[src/rtl/seq_restoring_divider.sv]
// Multi-cycle unsigned restoring divider: one quotient bit per clock, MSB first.
// Quotient/remainder/div_by_zero are held until the next accepted start.
module seq_restoring_divider #(
  parameter int WIDTH = 8,
  parameter int DELAY = 1
) (
  input  logic             clk,
  input  logic             rst_n,
  input  logic             start,
  input  logic [WIDTH-1:0] dividend,
  input  logic [WIDTH-1:0] divisor,
  output logic             busy,
  output logic             done,
  output logic [WIDTH-1:0] quotient,
  output logic [WIDTH-1:0] remainder,
  output logic             div_by_zero
);

  // DELAY annotates the clock-to-output time of the registers for timing
  // models; the RTL registers themselves are zero-delay.
  if (WIDTH < 2 || DELAY < 0) begin : g_param_check
    $error("seq_restoring_divider: WIDTH must be >= 2 and DELAY >= 0");
  end

  localparam int CW = $clog2(WIDTH + 1);

  typedef enum logic [1:0] {
    S_IDLE,
    S_RUN,
    S_DONE
  } state_e;

  state_e           state_q;
  logic [CW-1:0]    count_q;
  logic [WIDTH-1:0] divisor_q;
  logic [WIDTH-1:0] p_q;
  logic [WIDTH-1:0] q_q;
  logic             busy_q;
  logic             done_q;
  logic             dbz_q;
  logic [WIDTH-1:0] quot_q;
  logic [WIDTH-1:0] rem_q;

  // One restoring iteration. P stays below the divisor between iterations, so
  // only the shifted value and the trial difference need the extra bit.
  logic [WIDTH:0]   p_shift;
  logic [WIDTH:0]   trial;
  logic [WIDTH-1:0] p_d;
  logic [WIDTH-1:0] q_d;
  logic             last_iter;

  // NOTE: every always_comb output is assigned on every path so no latch is inferred.
  always_comb begin
    p_shift = {p_q, q_q[WIDTH-1]};
    trial   = p_shift - {1'b0, divisor_q};
    if (!trial[WIDTH]) begin
      p_d = trial[WIDTH-1:0];
      q_d = {q_q[WIDTH-2:0], 1'b1};
    end else begin
      p_d = p_shift[WIDTH-1:0];
      q_d = {q_q[WIDTH-2:0], 1'b0};
    end
  end

  assign last_iter = (count_q == CW'(WIDTH - 1));

  // NOTE: state uses non-blocking assignments so all registers update from pre-edge values.
  // NOTE: the working registers are reset too; they are a handful of flops, not a memory.
  always_ff @(posedge clk or negedge rst_n) begin
    if (!rst_n) begin
      state_q   <= S_IDLE;
      count_q   <= '0;
      divisor_q <= '0;
      p_q       <= '0;
      q_q       <= '0;
      busy_q    <= 1'b0;
      done_q    <= 1'b0;
      dbz_q     <= 1'b0;
      quot_q    <= '0;
      rem_q     <= '0;
    end else begin
      case (state_q)
        S_IDLE: begin
          done_q <= 1'b0;
          if (start) begin
            if (divisor != '0) begin
              divisor_q <= divisor;
              p_q       <= '0;
              q_q       <= dividend;
              count_q   <= '0;
              dbz_q     <= 1'b0;
              busy_q    <= 1'b1;
              state_q   <= S_RUN;
            end else begin
              quot_q  <= '1;
              rem_q   <= dividend;
              dbz_q   <= 1'b1;
              done_q  <= 1'b1;
              state_q <= S_DONE;
            end
          end
        end
        S_RUN: begin
          p_q     <= p_d;
          q_q     <= q_d;
          count_q <= count_q + CW'(1);
          if (last_iter) begin
            quot_q  <= q_d;
            rem_q   <= p_d;
            busy_q  <= 1'b0;
            done_q  <= 1'b1;
            state_q <= S_DONE;
          end
        end
        S_DONE: begin
          done_q  <= 1'b0;
          state_q <= S_IDLE;
        end
        default: begin
          busy_q  <= 1'b0;
          done_q  <= 1'b0;
          state_q <= S_IDLE;
        end
      endcase
    end
  end

  assign busy        = busy_q;
  assign done        = done_q;
  assign quotient    = quot_q;
  assign remainder   = rem_q;
  assign div_by_zero = dbz_q;

endmodule

[config.mk]
export PLATFORM = sky130hd
export DESIGN_NAME = seq_restoring_divider
export DESIGN_NICKNAME = d
export VERILOG_FILES = /design/src/rtl/seq_restoring_divider.sv
export SDC_FILE = /design/constraint.sdc
export NUM_CORES = 1
export LEC_CHECK = 0
export ABC_AREA = 1
export BUFFER_PORTS_ARGS = -buffer_cell sky130_fd_sc_hd__buf_2
export CORE_ASPECT_RATIO = 1.2
export CORE_MARGIN = 2
export CORE_UTILIZATION = 54
export CTS_BUF_LIST = sky130_fd_sc_hd__clkbuf_4 sky130_fd_sc_hd__clkbuf_8
export CTS_CLUSTER_DIAMETER = 40
export DETAILED_ROUTE_END_ITERATION = 7
export GPL_ROUTABILITY_DRIVEN = 0
export PLACE_DENSITY_LB_ADDON = 0.08
export SLEW_MARGIN = 10
export SYNTH_ARGS = -nofsm -noshare
export SYNTH_HDL_FRONTEND = slang
export SYNTH_SLANG_ARGS = --single-unit
[constraint.sdc]
create_clock -name clk -period 2 [get_ports clk]
set_clock_uncertainty 0.1 [all_clocks]
set_input_delay 0.4 -clock clk [delete_from_list [all_inputs] [get_ports clk]]
set_output_delay 0.4 -clock clk [all_outputs]
set_load 0.02 [all_outputs]
======== After elaboration in Yosys (flattened, before gate mapping) ========
Cells that the tools add are included.
word-level totals
  bits in writable memories ............... 0
  memories ................................ 0
  word-level logic and storage cells ...... 60
  output and inout port bits .............. 19
  bits in latches ......................... 0
  bits in registers ....................... 49
  bits of input ports ..................... 19
  memory bits (read-only) ................. 0
cells by class
  multiply operators ...................... 0
  div/mod/pow operators ................... 0
  bitwise gates (word level) .............. 1
  equal/unequal tests ..................... 7
  reductions and logical operators ........ 9
  $add $sub $neg .......................... 2
  mux-type cells .......................... 31
  order comparisons ....................... 0
  shift operators ......................... 0
operators by type and width
  kind                 number
  $mux 8               11
  $pmux 8 s2           4
  $sub 9x8->9          1
  $mux 4               2
  $ne 2x2->1 const B   4
  $pmux 4 s2           1
  $reduce_and 4->1     2
  $reduce_bool 8->1    1
  $mux 1               7
  $mux 2               3
  $reduce_and 3->1     2
  $add 4x1->4 const B  1
  $eq 4x3->1 const B   1
  $pmux 2 s2           1
  $reduce_and 2->1     2
  $pmux 1 s3           1
  $eq 2x1->1 const B   1
  $eq 2x2->1 const B   1
  $logic_not 2->1      1
  $pmux 1 s2           1
  $reduce_bool 2->1    1
  $not 1->1            1

======== Depth between registers and ports, before layout ========
Gate-level depths: netlist of run 1.
  depth in word-level cells ............... 4
  depth in mapped cells ................... 14
  depth with buffers taken out ............ 14

======== Worst setup path after synthesis of run 1 ========
Ideal clock, no wire load.
  path type ............................... register to register
  from .................................... reg q_q[7]
  to ...................................... reg rem_q[7], in the netlist remainder[7]
  data arrival time ....................... 1.768 ns
  library setup time ...................... 0.113 ns
  data required time ...................... 1.787 ns
  period minus slack after synthesis ...... 1.981 ns
  cell stages (with the launch flop) ...... 15
  path buffers ............................ 0
  setup slack ............................. 0.019 ns
  cell sequence ........................... dfrtp_1 inv_1 ha_1 inv_1 fa_1 nand2_1 nand2_1 nand3_1 nand2_1 nand2_1 nand2_1 nand3_1 nand3_1 nand2_1 inv_1
between the ends
  word-level cells in the longest chain between the ends .. 4
RTL lines
  element                   RTL line  text
  start: declaration        37        logic [WIDTH-1:0] q_q;
  start signal: assignment  89        q_q <= dividend;
  start signal: assignment  105       q_q <= q_d;
  $sub 9x8->9               55        trial = p_shift - {1'b0, divisor_q};
  $mux 8                    56        if (!trial[WIDTH]) begin
  $mux 8                    107       if (last_iter) begin
  $pmux 8 s2                82        case (state_q)
  end signal: assignment    96        rem_q <= dividend;
  end signal: assignment    109       rem_q <= p_d;
  end: declaration          42        logic [WIDTH-1:0] rem_q;
No other way between the ends. The select of a mux whose other input is x is not followed.
A chain may end at the register's enable or synchronous reset.

======== Worst setup path in the final report of run 1 ========
  from .................................... reg q_q[7]
  to ...................................... reg rem_q[4], in the netlist remainder[4]
The elaborated chain is that of the path after synthesis.

==> metrics.md, run 1 <==
| Metric | Value |
|---|---|
| Worst Path Buf+Inv | 3 |
| H-tree levels | 2 |
| Slew HR | 0.662 |
| Post-DR wirelength/cell | 13.8 um |
| Final core utilization | 0.703 |
| Die area | 5620 sq um |
| Max clock buf depth | 2 |
| Mapped cell area | 2720 sq um |
| Flip-flop and latch area | 1230 sq um |
| Most frequent cells in the layout | 78 x nand2_1, 52 x inv_1, 49 x dfrtp_1, 37 x buf_2, 29 x nor2_1 |
| Hpwl dp | 4510 um |
| Total track usage | 0.238 |
| Area of the multi-input gates | 1460 sq um |
| Vias per Instance | 5.16 |
| Largest net degree at the start of global routing | 26 |
| Final setup margin | -0.0847 ns |
| Nets | 434 |
| Die width | 68.8 um |
| # diodes | 0 |
| Clock-pin slew on the worst setup and hold paths | 0.09 ns |
| Total gr overflow | 0 |
| Crit start category | register |
| Total number of vias | 2,404 |
| YS warnings | 0 |
| RSZ-0062 raised after global routing | yes |
| # rows | 28 |
| ANT nets after route | 0 |
| Worst hold path stage count | 3 |
| Initial antenna violation count | 0 |
| DR DRC count | 0 |
| Mapped Avg Cell Area | 7.84 sq um |
| Die height | 81.7 um |
| CP endpoint kind | register |
| Status | finished, violations left |
| Worst path arrival time | 2.19 ns |
| Hold Vio Cnt, Final | 0 |
| Slew @ Worst Pin | 0.506 ns |
| Most used cell, CP | nand2_4 |
| Max-slew violation count | 0 |
| Seq/Total Area, Yosys | 0.451 |
| Synth async-reset ratio | 1.00 |
| Pre-antenna DRT Iters | 4 |
| Max Cap Viol | 0 |
| R2R depth | 14 |
| Main flop type after synthesis | dfrtp_1 |
| Total CTS buffers | 5 |
| Slowest cell on crit path | dfrtp_1 |
| Filler instances | 396 |
| Final critical-path share of the clock period | 1.04 |
| Max IR drop VDD | 1.26 mV |
| Violated checks | negative setup slack |
| Area Growth Syn to Fin | 26.8% |
| CP cell instances | inv_2 -> ha_4 -> inv_2 -> fa_2 -> nand2_2 -> nand2_4 -> nand3_4 -> nand2_4 -> nand2_4 -> nand2_8 -> nand3_2 -> nand3_1 -> nand2_1 -> inv_1 |
| Leakage | 1.79 nW |
| Critical path depth | 14 |
| Min Tclk post-route | 2.08 ns |
| Crit Path Class | reg -> reg |
| Syn Nets | 376 |
| Hold/Removal Path Class | in -> reg |
| CTS Sinks | 49 |
| Root buffer cell | clkbuf_8 |
| Fraction of layout cells with a size suffix above 1 | 0.298 |
| Final WL | 6410 um |
| Achievable Freq | 480 MHz |
| Commonest non-fill, non-tap cell in the layout | nand2_1 |
| DRT iter0 DRCs | 118 |
| Critical path's top delay family | simple AND/OR/NAND/NOR gates |
| Cell Pwr Density | 1860 nW/um^2 |
| # IOs | 38 |
| Worst-skew pair later-pin latency | 0.30 ns |
| #FFs+latches synth | 49 |
| Post-synth EDFFs | 0 |
| I/O Buffers | 37 |
| Mapped Cells | 347 |
| First-pass GRT wire length | 9980 um |
| Worst slack, placed | -0.186 ns |
| Vias in the first global route | 2,347 |
| CTS tree | done |
| Crit Path Max Fanout | 8 |
| Synth cell types | 34 |
| Final setup vio count | 12 |
| Crit path largest cell delay | 0.40 ns |
| Data required time of the worst path | 2.11 ns |
| Core area | 4900 sq um |
| Effective utilization at floorplan | 0.555 |
final timing paths:
path / from / end / slack (ns)
max in group asynchronous: rst_n / remainder[0]$_DFFE_PN0P_ / 0.73
worst min-delay path: divisor[7] / divisor_q[7]$_DFFE_PN0P_ / 0.22
min in group asynchronous: rst_n / count_q[1]$_DFFE_PN0P_ / 0.47
worst max-delay path: q_q[7]$_DFFE_PN0P_ / remainder[4]$_DFFE_PN0P_ / -0.08
worst max register to register: q_q[7]$_DFFE_PN0P_ / remainder[4]$_DFFE_PN0P_ / -0.08
worst min register to register: busy$_DFFE_PN0P_ / busy$_DFFE_PN0P_ / 0.40
sequential cells by signal, indices dropped and copies added, names as in the netlist:
name and cells:
divisor_q 8, done 1, count_q 4, p_q 8, busy 1, div_by_zero 1, quotient 8, state_q 2
remainder 8, q_q 8
stage by stage:
| stage | std cells | hold slack (ns) | power [mW] | area [sq um] | setup TNS, ns |
|---|---|---|---|---|---|
| finish | 466 | 0.217 | 6.41 | 3450 | -0.556 |
| floorplan | 347 | 0.00441 | 4.09 | 2720 | 0 |
| global placement | 452 | 0.271 | 4.99 | 3060 | -0.728 |
| CTS | 462 | 0.212 | 5.94 | 3270 | 0 |
| detailed placement | 452 | 0.282 | 5.07 | 3060 | -2.34 |
| global route | 466 | 0.225 | 6.97 | 3450 | -2.29 |
logic make-up after synthesis:
logic type               share of synthesized area
adder cells (fa/ha/maj)                     0.0488
buffers and inverters                        0.104
flip-flops                                   0.451
AND/OR/NAND/NOR                              0.297
AO/OA/AOI/OAI                               0.0860
XOR/XNOR                                    0.0129
final cells by class:
type,instances,share of cell area
Timing Repair Buffer,59,0.107
Tap cell,60,0.0218
Clock inverter,2,0.00399
Sequential cell,49,0.356
Inverter,59,0.0657
Multi-Input combinational cell,231,0.424
Clock buffer,6,0.0221
power by group:
part,internal [mW],total [mW],switching (mW)
Clock,0.263,0.593,0.330
Sequential,1.44,1.69,0.257
Combinational,1.56,4.12,2.56
Total,3.26,6.41,3.15
synth_stat cells (4+ instances only):
cell type / number / area share
ha_1: 9 / 0.041
nor2_1: 30 / 0.041
or2_2: 4 / 0.0092
buf_2: 4 / 0.0074
o21ai_1: 5 / 0.0092
inv_2: 4 / 0.0055
o21ai_0: 19 / 0.035
inv_1: 54 / 0.075
dfrtp_1: 49 / 0.45
nand3_1: 42 / 0.077
a31oi_1: 8 / 0.018
nand2_1: 84 / 0.12
or2_1: 4 / 0.0092
layer usage:
metal / global-route usage / share of wire / wire, um / vias to the layer above
li1: - / - / - / 1210
met1: 0.283 / 0.40 / 2590 / 1122
met2: 0.414 / 0.53 / 3370 / 52
met3: 0.0411 / 0.035 / 222 / 20
met4: 0.106 / 0.036 / 232 / 0
met5: 0 / 0 / 0 / -
worst reg2reg max path, stage by stage (launching register included):
cell	delay, ns
dfrtp_1	0.40
inv_2	0.08
ha_4	0.13
inv_2	0.04
fa_2	0.39
nand2_2	0.09
nand2_4	0.06
nand3_4	0.11
nand2_4	0.09
nand2_4	0.10
nand2_8	0.10
nand3_2	0.09
nand3_1	0.09
nand2_1	0.08
inv_1	0.04
repair_timing:
action / CTS / global route
hold endpoints to repair: 19 / 0
setup endpoints to repair: 18 / 20
pin swaps: 6 / 15
cloned: 1 / 0
setup buffers: 0 / 4
hold buffers: 1 / 0
gates resized for setup: 24 / 27
Power figures use the tool's default switching activity.
==> inputs of run 2 (changes only) <==
--- a/config.mk
+++ b/config.mk
@@ -9,7 +9,7 @@
 export BUFFER_PORTS_ARGS = -buffer_cell sky130_fd_sc_hd__buf_2
 export CORE_ASPECT_RATIO = 1.2
 export CORE_MARGIN = 2
-export CORE_UTILIZATION = 54
+export CORE_UTILIZATION = 55
 export CTS_BUF_LIST = sky130_fd_sc_hd__clkbuf_4 sky130_fd_sc_hd__clkbuf_8
 export CTS_CLUSTER_DIAMETER = 40
 export DETAILED_ROUTE_END_ITERATION = 7
==> constraint.sdc (replaced) <==
create_clock -name clk -period 2.7 [get_ports clk]
set_clock_uncertainty 0.1 [all_clocks]
set_input_delay 0.54 -clock clk [delete_from_list [all_inputs] [get_ports clk]]
set_output_delay 0.54 -clock clk [all_outputs]
set_load 0.02 [all_outputs]
==> run 2 against run 1 <==
  * The run now ends clean
  * Sequential share of layout area rose by 4.8 points
  * Count of clock-buffer cells in the layout rose by 1
  * Core utilization fell by 7.5 points
  * Final cell count fell by 4.5%
  * Maximum frequency fell by 7.3%
  * Non-clock buffer count fell by 19
  * Design area fell by 12%
  * Sequential power fell by 27%
  * Sequential cell count did not move
  * Worst hold slack got worse by 0.16 ns
  * Clock power fell by 25%
  * First-iteration DRC count fell by 9.3%
  * Critical path type unchanged
  * Largest cell class is now sequential cells
  * Highest routed layer unchanged
==> metrics.md, run 2 (synthesis results as in run 1) <==
| Metric | Value |
|---|---|
| Clock-pin slew on the worst setup and hold paths | 0.09 ns (about the same) |
| Hold/Removal Path Class | in -> async (was in -> reg) |
| Post-DR wirelength/cell | 12.8 um (was 13.8 um) |
| # rows | 28 (unchanged) |
| Vias per Instance | 5.13 (was 5.16) |
| R2R depth | 14 (unchanged) |
| Most used cell, CP | nand2_1 (was nand2_4) |
| Status | completed (was finished, violations left) |
| Cell Pwr Density | 1300 nW/um^2 (was 1860 nW/um^2) |
| Placed Cells | 438 (was 452) |
| Largest net degree at the start of global routing | 27 (was 26) |
| Final critical-path share of the clock period | 0.833 (was 1.04) |
| Slowest cell on crit path | fa_1 (was dfrtp_1) |
| Area Growth Syn to Fin | 11.6% (was 26.8%) |
| Die height | 81.0 um (was 81.7 um) |
| Max-slew violation count | 0 (unchanged) |
| CTS Sinks | 49 (unchanged) |
| Final WL | 5680 um (was 6410 um) |
| H-tree levels | 2 (unchanged) |
| Post-DP Area | 2950 sq um (was 3060 sq um) |
| Origin of the worst setup path | q_q[7]$_DFFE_PN0P_ (unchanged) |
| Die width | 68.2 um (was 68.8 um) |
| Initial antenna violation count | 0 (unchanged) |
| Final hold slack | 0.0554 ns (was 0.217 ns) |
| Fraction of layout cells with a size suffix above 1 | 0.174 (was 0.298) |
| Hpwl dp | 4290 um (was 4510 um) |
| Total gr overflow | 0 (unchanged) |
| Crit start category | register (unchanged) |
| Fin Setup TNS | 0 ns (was -0.556 ns) |
| Max clock buf depth | 2 (unchanged) |
| Achievable Freq | 445 MHz (was 480 MHz) |
| CP endpoint kind | register (unchanged) |
| # diodes | 0 (unchanged) |
| Total CTS buffers | 5 (unchanged) |
| R2R Path Start | q_q[7]$_DFFE_PN0P_ (unchanged) |
| Total track usage | 0.230 (was 0.238) |
| I/O Buffers | 37 (unchanged) |
| Final setup vio count | 0 (was 12) |
| Area of the multi-input gates | 1210 sq um (was 1460 sq um) |
| Slew HR | 0.430 (was 0.662) |
| Nets | 414 (was 434) |
| Total number of vias | 2,283 (was 2,404) |
| First-pass GRT wire length | 9480 um (was 9980 um) |
| Max IR drop VDD | 0.645 mV (was 1.26 mV) |
| Commonest non-fill, non-tap cell in the layout | nand2_1 (unchanged) |
| Final std cells w/o fill | 445 (was 466) |
| Root buffer cell | clkbuf_8 (unchanged) |
| Final instance area | 3040 sq um (was 3450 sq um) |
| Flip-flop and latch area | 1230 sq um (unchanged) |
| Hold Buf Count CTS | 0 (was 1) |
| Min Tclk post-route | 2.25 ns (was 2.08 ns) |
| Crit path largest cell delay | 0.40 ns (about the same) |
| Data required time of the worst path | 2.81 ns (was 2.11 ns) |
| ANT nets after route | 0 (unchanged) |
| Max Cap Viol | 0 (unchanged) |
| Effective utilization at floorplan | 0.563 (was 0.555) |
| Worst path arrival time | 2.36 ns (was 2.19 ns) |
| Most frequent cells in the layout | 84 x nand2_1, 54 x inv_1, 49 x dfrtp_1, 42 x nand3_1, 37 x buf_2 (was 78 x nand2_1, 52 x inv_1, 49 x dfrtp_1, 37 x buf_2, 29 x nor2_1) |
| DRT iter0 DRCs | 107 (was 118) |
| Power, Total | 3.95 mW (was 6.41 mW) |
| Final core utilization | 0.628 (was 0.703) |
| Post-cts gate resize count | 0 (was 24) |
| Post-CTS Setup Inserts | 0 (unchanged) |
| Crit Path Class | reg -> reg (unchanged) |
| DR DRC count | 0 (unchanged) |
| Vias in the first global route | 2,154 (was 2,347) |
| Pre-antenna DRT Iters | 4 (unchanged) |
| # IOs | 38 (unchanged) |
| Worst-skew pair later-pin latency | 0.30 ns (about the same) |
| Leakage | 1.64 nW (was 1.79 nW) |
| RSZ-0062 raised after global routing | no (was yes) |
| Final setup margin | 0.451 ns (was -0.0847 ns) |
| CTS tree | done (unchanged) |
| Die area | 5530 sq um (was 5620 sq um) |
| Core area | 4830 sq um (was 4900 sq um) |
| Slew @ Worst Pin | 0.852 ns (was 0.506 ns) |
| Worst slack, placed | 0.480 ns (was -0.186 ns) |
| CP cell instances | inv_1 -> ha_1 -> inv_1 -> fa_1 -> nand2_1 -> nand2_1 -> nand3_1 -> nand2_1 -> nand2_1 -> nand2_1 -> nand3_1 -> nand3_1 -> nand2_1 -> inv_1 (was inv_2 -> ha_4 -> inv_2 -> fa_2 -> nand2_2 -> nand2_4 -> nand3_4 -> nand2_4 -> nand2_4 -> nand2_8 -> nand3_2 -> nand3_1 -> nand2_1 -> inv_1) |
| Filler instances | 470 (was 396) |
| Hold Vio Cnt, Final | 0 (unchanged) |
| Crit Path Max Fanout | 8 (unchanged) |
run 2: final cells by class:
cell class	count	area share
clock buffers	7	0.0297
inverters	59	0.0746
multi-input cells	230	0.399
flip-flops and latches	49	0.404
well taps	60	0.0247
repair buffers	40	0.0684
run 2: worst paths after layout:
| check | slack (ns) | end |
|---|---|---|
| worst min register to register | 0.39 | quotient[1]$_DFFE_PN0P_ |
| min in group clk | 0.36 | divisor_q[7]$_DFFE_PN0P_ |
| worst max register to register | 0.45 | remainder[7]$_DFFE_PN0P_ |
| max in group asynchronous | 1.87 | divisor_q[2]$_DFFE_PN0P_ |
| worst min-delay path | 0.06 | divisor_q[6]$_DFFE_PN0P_ |
| worst max-delay path | 0.45 | remainder[7]$_DFFE_PN0P_ |
run 2: report_power, final:
group | internal [mW] | leakage, nW | switching, mW | total (mW)
registers | 1.06 | 0.588 | 0.173 | 1.24
clock network | 0.214 | 0.0477 | 0.228 | 0.442
logic | 0.784 | 1.01 | 1.49 | 2.27
run 2: critical path, delay by kind of cell, from the launching register on:
| family | cells | cell delay (ns) |
|---|---|---|
| and+or+nand+nor | 9 | 0.94 |
| adders and majority gates | 2 | 0.55 |
| DFF | 1 | 0.39 |
| buffers and inverters | 3 | 0.18 |
run 2: routing by layer:
metal  global-route usage  share of wire  up-vias
met5                    0              0        -
met4               0.0720          0.018        0
met3               0.0471          0.034        9
met2                0.396           0.49       35
met1                0.286           0.45     1064
li1                     -              -     1175
==> inputs of run 3 (changes only) <==
--- a/config.mk
+++ b/config.mk
@@ -5,11 +5,11 @@
 export SDC_FILE = /design/constraint.sdc
 export NUM_CORES = 1
 export LEC_CHECK = 0
-export ABC_AREA = 1
+export ABC_AREA = 0
 export BUFFER_PORTS_ARGS = -buffer_cell sky130_fd_sc_hd__buf_2
 export CORE_ASPECT_RATIO = 1.2
 export CORE_MARGIN = 2
-export CORE_UTILIZATION = 55
+export CORE_UTILIZATION = 54
 export CTS_BUF_LIST = sky130_fd_sc_hd__clkbuf_4 sky130_fd_sc_hd__clkbuf_8
 export CTS_CLUSTER_DIAMETER = 40
 export DETAILED_ROUTE_END_ITERATION = 7
==> constraint.sdc (replaced) <==
create_clock -name clk -period 1.8 [get_ports clk]
set_clock_uncertainty 0.1 [all_clocks]
set_input_delay 0.36 -clock clk [delete_from_list [all_inputs] [get_ports clk]]
set_output_delay 0.36 -clock clk [all_outputs]
set_load 0.02 [all_outputs]
==> run 3 against run 2 <==
  * The run now ends with negative setup slack left
  * Register-to-register slack got worse by 1.2 ns
  * Wire length rose by 42%
  * Critical path depth fell by 2
  * Sequential cell count did not move
  * Die area rose by 1.9%
  * Setup slack got worse by 1.2 ns
==> metrics.md, run 3 <==
| Metric | Value |
|---|---|
| Post-synth top area share | 0.450 (was 0.451) |
| # diodes | 0 (unchanged) |
| Crit Path Max Fanout | 7 (was 8) |
| Nets | 437 (was 414) |
| Total gr overflow | 0 (unchanged) |
| Seq/Total Area, Yosys | 0.450 (was 0.451) |
| Synth cell types | 48 (was 34) |
| Initial antenna violation count | 0 (unchanged) |
| H-tree levels | 2 (unchanged) |
| Die area | 5630 sq um (was 5530 sq um) |
| Slew @ Worst Pin | 0.446 ns (was 0.852 ns) |
| R2R depth | 12 (was 14) |
| Slew HR | 0.702 (was 0.430) |
| Final std cells w/o fill | 469 (was 445) |
| Placed Cells | 452 (was 438) |
| Clock-pin slew on the worst setup and hold paths | 0.10 ns (was 0.09 ns) |
| Largest area contributor in the netlist | dfrtp_1 (unchanged) |
| Pre-antenna DRT Iters | 6 (was 4) |
| Status | finished, violations left (was completed) |
| Final core utilization | 0.784 (was 0.628) |
| Most common cell in the netlist | dfrtp_1 (was nand2_1) |
| Commonest non-fill, non-tap cell in the layout | buf_4 (was nand2_1) |
| R2R setup slack | -0.74 ns (was 0.45 ns) |
| Mapped Avg Cell Area | 8.81 sq um (was 7.84 sq um) |
| Crit start category | register (unchanged) |
| Worst hold path stage count | 3 |
| Crit Path Class | reg -> reg (unchanged) |
| Filler instances | 341 (was 470) |
| Top cells by area, synth | dfrtp_1 45%, nand2_1 5.9%, nor2_1 5.2%, ha_1 4.1%, a21oi_1 3.5% (was dfrtp_1 45%, nand2_1 12%, nand3_1 7.7%, inv_1 7.5%, ha_1 4.1%) |
| Max IR drop VDD | 1.45 mV (was 0.645 mV) |
| Slowest cell on crit path | dfrtp_1 (was fa_1) |
| Total track usage | 0.291 (was 0.230) |
| Post-DP Area | 3450 sq um (was 2950 sq um) |
| R2R Path Start | q_q[7]$_DFFE_PN0P_ (unchanged) |
| Min-delay src | dividend[2] |
| # IOs | 38 (unchanged) |
| Hold/Removal Path Class | in -> reg (was in -> async) |
| Final WL | 8060 um (was 5680 um) |
| I/O Buffers | 37 (unchanged) |
| Max clock buf depth | 2 (unchanged) |
| Die height | 81.8 um (was 81.0 um) |
| Reg2reg end | remainder[6]$_DFFE_PN0P_ (was remainder[7]$_DFFE_PN0P_) |
| Data required time of the worst path | 1.93 ns (was 2.81 ns) |
| CTS Sinks | 49 (unchanged) |
| Final instance area | 3840 sq um (was 3040 sq um) |
| Final critical-path share of the clock period | 1.41 (was 0.833) |
| ANT nets after route | 0 (unchanged) |
| Most frequent cells in the layout | 62 x buf_4, 48 x dfrtp_1, 43 x nand2_1, 37 x nor2_1, 36 x buf_2 (was 84 x nand2_1, 54 x inv_1, 49 x dfrtp_1, 42 x nand3_1, 37 x buf_2) |
| Hold Vio Cnt, Final | 0 (unchanged) |
| DRT iter0 DRCs | 261 (was 107) |
| Mapped Cells | 309 (was 347) |
| Origin of the worst setup path | q_q[7]$_DFFE_PN0P_ (unchanged) |
| Min-Delay Endpoint | q_q[2]$_DFFE_PN0P_ |
| Crit path largest cell delay | 0.40 ns (about the same) |
| YS warnings | 0 (unchanged) |
| Syn Nets | 338 (was 376) |
| Worst-skew pair later-pin latency | 0.31 ns (was 0.30 ns) |
| Final setup margin | -0.741 ns (was 0.451 ns) |
| Largest net degree at the start of global routing | 32 (was 27) |
| Worst path arrival time | 2.67 ns (was 2.36 ns) |
| Synth top cells by count | 49 x dfrtp_1, 43 x nand2_1, 38 x nor2_1, 19 x a21oi_1, 18 x o21ai_0 (was 84 x nand2_1, 54 x inv_1, 49 x dfrtp_1, 42 x nand3_1, 30 x nor2_1) |
| Die width | 68.8 um (was 68.2 um) |
| Effective utilization at floorplan | 0.555 (was 0.563) |
| # rows | 28 (unchanged) |
| Max-slew violation count | 0 (unchanged) |
| Synth async-reset ratio | 1.00 (unchanged) |
| RSZ-0062 raised after global routing | yes (was no) |
| CP endpoint kind | register (unchanged) |
| #FFs+latches synth | 49 (unchanged) |
| Mapped cell area | 2720 sq um (about the same) |
| Hpwl dp | 5580 um (was 4290 um) |
| Vias per Instance | 5.83 (was 5.13) |
| Total CTS buffers | 5 (unchanged) |
| Leakage | 1.77 nW (was 1.64 nW) |
| Violated checks | negative setup slack |
| Area Growth Syn to Fin | 41.2% (was 11.6%) |
| Min Tclk post-route | 2.54 ns (was 2.25 ns) |
| Final setup vio count | 18 (was 0) |
| DR DRC count | 0 (unchanged) |
| Root buffer cell | clkbuf_8 (unchanged) |
| Vias in the first global route | 2,572 (was 2,154) |
| Max Cap Viol | 0 (unchanged) |
| Post-synth EDFFs | 0 (unchanged) |
| Achievable Freq | 394 MHz (was 445 MHz) |
| CTS tree | done (unchanged) |
| Main flop type after synthesis | dfrtp_1 (unchanged) |
| Core area | 4900 sq um (was 4830 sq um) |
| Post-DR wirelength/cell | 17.2 um (was 12.8 um) |
| Cell Pwr Density | 2350 nW/um^2 (was 1300 nW/um^2) |
| First-pass GRT wire length | 12,000 um (was 9480 um) |
| Total number of vias | 2,736 (was 2,283) |
| CP cell instances | inv_2 -> ha_4 -> inv_2 -> fa_2 -> a211oi_2 -> buf_4 -> o211a_1 -> a211oi_2 -> buf_4 -> buf_8 -> a211o_1 -> a31oi_1 (was inv_1 -> ha_1 -> inv_1 -> fa_1 -> nand2_1 -> nand2_1 -> nand3_1 -> nand2_1 -> nand2_1 -> nand2_1 -> nand3_1 -> nand3_1 -> nand2_1 -> inv_1) |
| Fraction of layout cells with a size suffix above 1 | 0.389 (was 0.174) |
run 3: cell count changes in the layout (fill, tap and decap cells not counted), moves of 6 or more:
cell	delta
a21oi_1	+12
a221oi_1	+7
buf_4	+59
inv_1	-43
nand2_1	-41
nand3_1	-35
nor2_1	+7
or3_2	+6
run 3: metrics by stage:
stage	setup TNS, ns	hold WS (ns)	setup slack [ns]	power, mW
floorplan	-11.90	-0.0356	-0.737	4.98
global placement	-15.81	0.226	-0.701	6.82
detailed placement	-18.69	0.229	-0.835	6.99
CTS	-10.47	0.201	-0.684	8.45
global route	-13.35	0.213	-0.853	9.63
finish	-11.60	0.203	-0.741	9.04
run 3: what timing repair did:
action	CTS	global route
hold buffers	1	0
hold endpoints to repair	18	0
pin swaps	16	9
gates cloned	0	1
buffers inserted	6	3
resized for setup	20	19
endpoints found under the setup margin	30	28
run 3: how the worst max path moves through the flow:
stage	slack [ns]	depth (start not counted)	endpoint
floorplan	-0.74	10	remainder[1]$_DFFE_PN0P_
global placement	-0.70	10	remainder[3]$_DFFE_PN0P_
detailed placement	-0.84	11	remainder[0]$_DFFE_PN0P_
CTS	-0.68	11	remainder[3]$_DFFE_PN0P_
global route	-0.85	13	remainder[1]$_DFFE_PN0P_
finish	-0.74	12	remainder[6]$_DFFE_PN0P_
run 3: per-layer routing:
| layer | up-vias | track usage | routed length [um] |
|---|---|---|---|
| li1 | 1303 | - | - |
| met1 | 1301 | 0.344 | 3130 |
| met2 | 107 | 0.516 | 4280 |
| met3 | 25 | 0.0589 | 424 |
| met4 | 0 | 0.102 | 227 |
| met5 | - | 0 | 0 |
run 3: cell type report:
cell class,count,area (sq um),share of cell area
Clock buffer,5,68.8,0.0179
Tap cell,60,75.1,0.0195
Inverter,13,48.8,0.0127
Clock inverter,3,65.1,0.0169
Sequential cell,49,1230,0.319
Timing Repair Buffer,109,812,0.211
Multi-Input combinational cell,230,1550,0.403
run 3: kinds of logic (layout without fill, tap and decap cells):
kind of cell | after synthesis | in the layout | share of synthesized area
simple gates | 128 | 128 | 0.225
flops | 49 | 49 | 0.450
mux | 4 | 4 | 0.0156
xor+xnor | 2 | 2 | 0.00643
buf+inv | 30 | 130 | 0.0446
compound gates | 86 | 86 | 0.210
fa+ha+maj | 10 | 10 | 0.0487
run 3: critical path: cells and delay by family, from the launching register on:
| kind | cells | cell delay [ns] |
|---|---|---|
| AO/OA/AOI/OAI | 5 | 0.88 |
| buffers and inverters | 5 | 0.59 |
| adder cells (fa/ha/maj) | 2 | 0.48 |
| flip-flops | 1 | 0.40 |
run 3: power by group:
group / internal, mW / total, mW / leakage (nW) / switching [mW]
Sequential: 1.64 / 2.01 / 0.574 / 0.371
Combinational: 2.94 / 6.09 / 1.13 / 3.14
Clock: 0.552 / 0.942 / 0.0681 / 0.390
